--- src/rtl/fft_pkg.sv ---
// Shared constants and state encoding for the radix-2 FFT controller.
package fft_pkg;

  localparam int LOG2N_DEF = 4;
  localparam int N_DEF     = 1 << LOG2N_DEF;

  typedef enum logic [2:0] {
    ST_IDLE  = 3'd0,
    ST_ISSUE = 3'd1,
    ST_WAIT  = 3'd2,
    ST_DONE  = 3'd3,
    ST_ERR   = 3'd4
  } state_t;

  // Width of the stage counter for a given log2 size (at least one bit).
  function automatic int stage_w(input int log2n);
    return (log2n > 1) ? $clog2(log2n) : 1;
  endfunction

endpackage

--- src/rtl/fft_addr_gen.sv ---
// In-place DIT operand/twiddle address generator; purely combinational.
module fft_addr_gen
  import fft_pkg::*;
#(
  parameter int LOG2N = LOG2N_DEF
) (
  input  logic [stage_w(LOG2N)-1:0] s,
  input  logic [LOG2N-2:0]          k,
  output logic [LOG2N-1:0]          addr_a,
  output logic [LOG2N-1:0]          addr_b,
  output logic [LOG2N-2:0]          tw_addr
);

  localparam int KW = LOG2N - 1;

  logic [KW-1:0]    w_mask;
  logic [KW-1:0]    w_pos;
  logic [KW-1:0]    w_grp;
  logic [LOG2N-1:0] w_a;

  // On the last stage span = N/2 overflows KW bits; 0 - 1 then yields the all-ones mask we want.
  assign w_mask  = (KW'(1) << s) - KW'(1);
  assign w_pos   = k & w_mask;
  assign w_grp   = k >> s;
  assign w_a     = ({w_grp, 1'b0} << s) | {1'b0, w_pos};
  assign addr_a  = w_a;
  assign addr_b  = w_a | (LOG2N'(1) << s);
  assign tw_addr = w_pos << (KW - int'(s));

endmodule

--- src/rtl/fft_ra2_ctrl.sv ---
// Sequencer for an in-place radix-2 FFT: issues LOG2N*N/2 butterflies to a serial
// butterfly unit, one at a time, with registered RAM/ROM addresses and a WAIT timeout.
module fft_ra2_ctrl
  import fft_pkg::*;
#(
  parameter int LOG2N = LOG2N_DEF,
  parameter int TMO   = 255
) (
  input  logic             rst_n,
  input  logic             clk,
  input  logic             start,
  output logic             bf_go,
  input  logic             bf_done,
  input  logic             bf_wren,
  output logic [LOG2N-1:0] addr_a,
  output logic [LOG2N-1:0] addr_b,
  output logic [LOG2N-2:0] tw_addr,
  output logic             ram_we,
  output logic             busy,
  output logic             fft_done,
  output logic             err
);

  localparam int                SW     = stage_w(LOG2N);
  localparam int                KW     = LOG2N - 1;
  localparam int                TW     = $clog2(TMO + 1);
  localparam logic [SW-1:0]     S_LAST = SW'(LOG2N - 1);
  localparam logic [KW-1:0]     K_LAST = '1;
  localparam logic [TW-1:0]     T_LAST = TW'(TMO - 1);

  state_t           r_state;
  logic [SW-1:0]    r_s;
  logic [KW-1:0]    r_k;
  logic [TW-1:0]    r_tmo;
  logic             r_bf_go;
  logic             r_busy;
  logic             r_fft_done;
  logic             r_err;
  logic [LOG2N-1:0] r_addr_a;
  logic [LOG2N-1:0] r_addr_b;
  logic [KW-1:0]    r_tw_addr;

  logic             w_k_wrap;
  logic             w_last;
  logic             w_issue;
  logic [SW-1:0]    w_s_nxt;
  logic [KW-1:0]    w_k_nxt;
  logic [LOG2N-1:0] w_addr_a;
  logic [LOG2N-1:0] w_addr_b;
  logic [KW-1:0]    w_tw_addr;

  assign w_k_wrap = (r_k == K_LAST);
  assign w_last   = w_k_wrap && (r_s == S_LAST);

  // Next butterfly coordinates: advance from WAIT, restart at (0,0) from IDLE/ERR.
  assign w_s_nxt  = (r_state == ST_WAIT) ? (w_k_wrap ? r_s + SW'(1) : r_s) : '0;
  assign w_k_nxt  = (r_state == ST_WAIT) ? r_k + KW'(1) : '0;

  always_comb begin
    w_issue = 1'b0;
    case (r_state)
      ST_IDLE, ST_ERR: w_issue = start;
      ST_WAIT:         w_issue = bf_done && !w_last;
      default:         w_issue = 1'b0;
    endcase
  end

  fft_addr_gen #(.LOG2N(LOG2N)) u_addr_gen (
    .s       (w_s_nxt),
    .k       (w_k_nxt),
    .addr_a  (w_addr_a),
    .addr_b  (w_addr_b),
    .tw_addr (w_tw_addr)
  );

  always_ff @(posedge clk or negedge rst_n) begin
    if (!rst_n) begin
      r_state    <= ST_IDLE;
      r_s        <= '0;
      r_k        <= '0;
      r_tmo      <= '0;
      r_bf_go    <= 1'b0;
      r_busy     <= 1'b0;
      r_fft_done <= 1'b0;
      r_err      <= 1'b0;
      r_addr_a   <= '0;
      r_addr_b   <= '0;
      r_tw_addr  <= '0;
    end else begin
      r_bf_go    <= 1'b0;
      r_fft_done <= 1'b0;
      if (w_issue) begin
        r_state   <= ST_ISSUE;
        r_s       <= w_s_nxt;
        r_k       <= w_k_nxt;
        r_addr_a  <= w_addr_a;
        r_addr_b  <= w_addr_b;
        r_tw_addr <= w_tw_addr;
        r_bf_go   <= 1'b1;
        r_busy    <= 1'b1;
        r_err     <= 1'b0;
      end else begin
        case (r_state)
          ST_ISSUE: begin
            r_state <= ST_WAIT;
            r_tmo   <= '0;
          end
          ST_WAIT: begin
            if (bf_done) begin
              r_state    <= ST_DONE;
              r_busy     <= 1'b0;
              r_fft_done <= 1'b1;
            end else if (r_tmo == T_LAST) begin
              r_state <= ST_ERR;
              r_busy  <= 1'b0;
              r_err   <= 1'b1;
            end else begin
              r_tmo <= r_tmo + TW'(1);
            end
          end
          ST_DONE: r_state <= ST_IDLE;
          ST_IDLE, ST_ERR: r_state <= r_state;
          default: r_state <= ST_IDLE;
        endcase
      end
    end
  end

  assign bf_go    = r_bf_go;
  assign busy     = r_busy;
  assign fft_done = r_fft_done;
  assign err      = r_err;
  assign addr_a   = r_addr_a;
  assign addr_b   = r_addr_b;
  assign tw_addr  = r_tw_addr;
  // r_busy is high exactly in ISSUE and WAIT, so the write strobe passes straight through then.
  assign ram_we   = bf_wren & r_busy;

endmodule
--- config.mk ---
export PLATFORM = sky130hd
export DESIGN_NAME = fft_ra2_ctrl
export DESIGN_NICKNAME = d
export VERILOG_FILES = /design/src/rtl/fft_pkg.sv /design/src/rtl/fft_addr_gen.sv /design/src/rtl/fft_ra2_ctrl.sv
export SDC_FILE = /design/constraint.sdc
export NUM_CORES = 1
export LEC_CHECK = 0
export BUFFER_PORTS_ARGS = -buffer_cell sky130_fd_sc_hd__buf_2
export CORE_MARGIN = 5
export CORE_UTILIZATION = 45
export DETAILED_ROUTE_END_ITERATION = 8
export PLACE_DENSITY = 0.61
export SYNTH_ARGS = -nofsm -noshare
export SYNTH_HDL_FRONTEND = slang
export SYNTH_SLANG_ARGS = --single-unit
--- constraint.sdc ---
create_clock -name clk -period 5 [get_ports clk]
set_input_delay 1 -clock clk [delete_from_list [all_inputs] [get_ports clk]]
set_output_delay 1 -clock clk [all_outputs]
set_load 0.05 [all_outputs]
==> metrics.md <==
| Metric | Value |
|---|---|
| Status | finished clean |
| Total Nets Final | 206 |
| Placer Congestion | approximately 0.91 |
| Synthesized area | 1710 um2 |
| Via count | 1417 |
| Worst hold stages | 2 |
| Detailed Route Iter0 Violations | 62 |
| Layout fillers | approximately 330 |
| Multi-input gate area | 846 um2 |
| Final Cycle Share | 0.548 |
| Clock Sinks | 31 |
| Clock Skew | roughly 0.0070 ns |
| CTS Buffer Depth | 2 |
| Max-cap violations | 0 |
| WL per Instance | ~16 um |
| FMAX | between 0.3 and 0.4 GHz |
| Register bit total from synthesis | 31 |
| Clk slew on worst S/H paths | 0.06 ns |
| Yosys Warn Count | 0 |
| WP buf/inv | 1 |
| Ranking of synthesized cells by area | dfrtp_1 (45%), nand2_1 (5.5%), ha_1 (3.7%) |
| Internal Power | about 0.5 mW |
| Pwr Density | roughly 470 nW/um2 |
| Setup Viol. Count Final | 0 |
| GRT Util Overall | 0.163 |
| Hold Vio Cnt, Final | 0 |
| Hold buffers post-CTS | 0 |
| Worst path slowest cell | a31oi_2 |
| Row count | 22 |
| Syn Nets | 189 |
| Num ports | 21 |
| Post-DP HPWL | 2730 um |
| Layout area overhead | 11.6% |
| Vias per cell | between 5 and 6 |
| DIE HEIGHT | about 70 um |
| CP delay by family, top | compound AO/OA/AOI/OAI gates |
| Crit end category | flip-flop |
| Number of flops mapped to enable cells by yosys | 0 |
| Clk_lat worst skew | about 0.28 ns |
| FF/Latch Area | around 780 um2 |
| Max-slew violations | 0 |
| Sum Neg Setup Slack | 0 ns |
| Final ANT Viol Nets | 0 |
| DRC Markers | 0 |
| Crit path max fanout | 25 |
| Initial core utilization | 0.468 |
| Peak VDD IR | ~0.20 mV |
| Combinational Power Share | 0.369 |
| Postcts setup bufs | 0 |
| Syn Inst Count | between 150 and 200 |
| DRT Pass-1 Iters | 5 |
| Most common cell after layout, fill and taps aside | dfrtp_1 |
| Worst min path class | reg -> reg |
| Startpoint types | flip-flop |
| Port bufs | 20 |
| Synth area leader | dfrtp_1 |
| Unique masters post-synth | 45 |
| CP Data Arrival Time | 2.91 ns |
| Initial antenna violation count | 0 |
| Worst slew pin tran | roughly 1.1 ns |
| Psw | between 0.3 and 0.4 mW |
| Area fraction of the dominant cell type after synthesis | 0.453 |
| First-pass GRT wire length | 6560 um |
| Worst path max stage delay | between 0.9 and 1 ns |
| CP cell instances | ha_1 -> ha_1 -> nand2_1 -> a31oi_2 -> inv_2 -> o2111ai_1 -> nand2_1 |
| Leakage | roughly 0.85 nW |
| Core area | roughly 3700 um2 |
| Seq/Total Area, Yosys | 0.453 |
| Final WL | about 3800 um |
| R2R setup slack | approximately 2.3 ns |
| Syn_area_per_cell | about 9.6 um2 |
| Die W | a little over 70 um |
| Layout cells sized above 1 | 0.188 |
| Vias in the first global route | approximately 1400 |
| TritonCTS buffer count | 5 |
| Commonest cells after routing, fill and taps aside | dfrtp_1 (31), nand2_1 (25), buf_2 (20) |
| TritonCTS clock tree | done |
| Async SR Flop Fraction | 1.00 |
| Post-CTS Resized | 0 |
| Sequential power share | 0.388 |
| Rel. slew slack | 0.263 |
| Sw Share | 0.423 |
| RSZ-0062 raised after global routing | false |
| WS Path Type | reg -> reg |
| Clk pwr share | 0.243 |
| Clock root buffer | clkbuf_8 |
| Worst hold margin | approximately 0.46 ns |
| Ant. Diodes | 0 |
| H-tree depth | 2 |
| Largest net degree at the start of global routing | 32 |
| Main synth FF type | dfrtp_1 |
| Minimum clock period | about 2.7 ns |
| Final core utilization | 0.522 |
| R2R depth | 7 |
| Die area | between 5000 and 6000 um2 |
| Required time of the worst setup path | 5.17 ns |
| Instance count on the critical path | 7 |
| Total grt overflow | 0 |
==> tightest hold or removal path: stages (launching register included) <==
cell	delay, ns
dfrtp_1	0.33
nand2_1	0.05
nand2_1	0.05
==> worst paths after layout <==
path,startpoint,end
setup / recovery,r_k[0],tw_addr[1]
hold / removal,tw_addr[1],tw_addr[1]
setup reg to reg,r_k[0],tw_addr[1]
hold reg to reg,tw_addr[1],tw_addr[1]
max in group asynchronous,rst_n,r_s[0]
min in group asynchronous,rst_n,r_tmo[3]
==> synth_stat cells, types with 2 or more instances <==
| master | count |
|---|---|
| nor3_1 | 4 |
| mux2i_1 | 3 |
| nor2b_1 | 3 |
| dfrtp_1 | 31 |
| ha_1 | 5 |
| o21ai_0 | 12 |
| or3_1 | 2 |
| a221oi_1 | 5 |
| a21oi_1 | 11 |
| nand3_1 | 5 |
| and2_1 | 3 |
| or4_1 | 3 |
| nand2_1 | 25 |
| buf_2 | 4 |
| inv_1 | 7 |
| nand4_1 | 2 |
| o211ai_1 | 3 |
| clkbuf_1 | 3 |
| a21o_1 | 2 |
| o41ai_1 | 2 |
| nor2_1 | 13 |
| buf_6 | 2 |
| o31ai_1 | 7 |
==> logic make-up (layout without fill, tap and decap cells) <==
family | count (synthesis) | in the layout | share of synthesized area
compound gates | 50 | 50 | 0.200
xor+xnor | 1 | 1 | 0.00511
fa+ha+maj | 5 | 5 | 0.0365
buf+inv | 18 | 36 | 0.0533
flops | 31 | 31 | 0.453
mux | 4 | 4 | 0.0241
simple gates | 70 | 70 | 0.228
==> state kept, by name (all words and copies together) (netlist names) <==
| signal | cells |
|---|---|
| r_k | 3 |
| busy | 1 |
| err | 1 |
| r_state | 3 |
| fft_done | 1 |
| bf_go | 1 |
| addr_a | 4 |
| addr_b | 4 |
| r_tmo | 8 |
| tw_addr | 3 |
| r_s | 2 |
==> cell type report <==
type                    instances  share of cell area
repair buffers                 20              0.0524
inverters                       8              0.0157
clock buffers                   8              0.0524
well taps                      48              0.0314
flip-flops and latches         31               0.406
multi-input cells             130               0.442
==> layer usage <==
metal	global-route usage	vias to the layer above	share of wire
met4	0.0877	0	0.028
met1	0.188	700	0.44
met5	0	-	0
met3	0.0393	9	0.031
li1	-	685	-
met2	0.278	23	0.50
==> per-stage QoR <==
step	setup slack (ns)	power (mW)	std cells	instance area, um2
6_report	2.26	0.893	245	1910
5_1_grt	1.96	0.959	245	1910
4_1_cts	2.26	0.902	245	1910
3_5_place_dp	2.28	0.680	237	1810
3_3_place_gp	2.35	0.675	237	1810
2_1_floorplan	2.59	0.615	179	1710
==> power by group through the flow <==
| stage | combinational, mW | clock, mW | sequential (mW) |
|---|---|---|---|
| finish | 0.330 | 0.217 | 0.346 |
| global placement | 0.327 | 0 | 0.348 |
| CTS | 0.332 | 0.225 | 0.345 |
| global route | 0.366 | 0.239 | 0.354 |
| floorplan | 0.219 | 0 | 0.397 |
| detailed placement | 0.332 | 0 | 0.349 |
No activity file was read; power rests on OpenSTA's default activity.
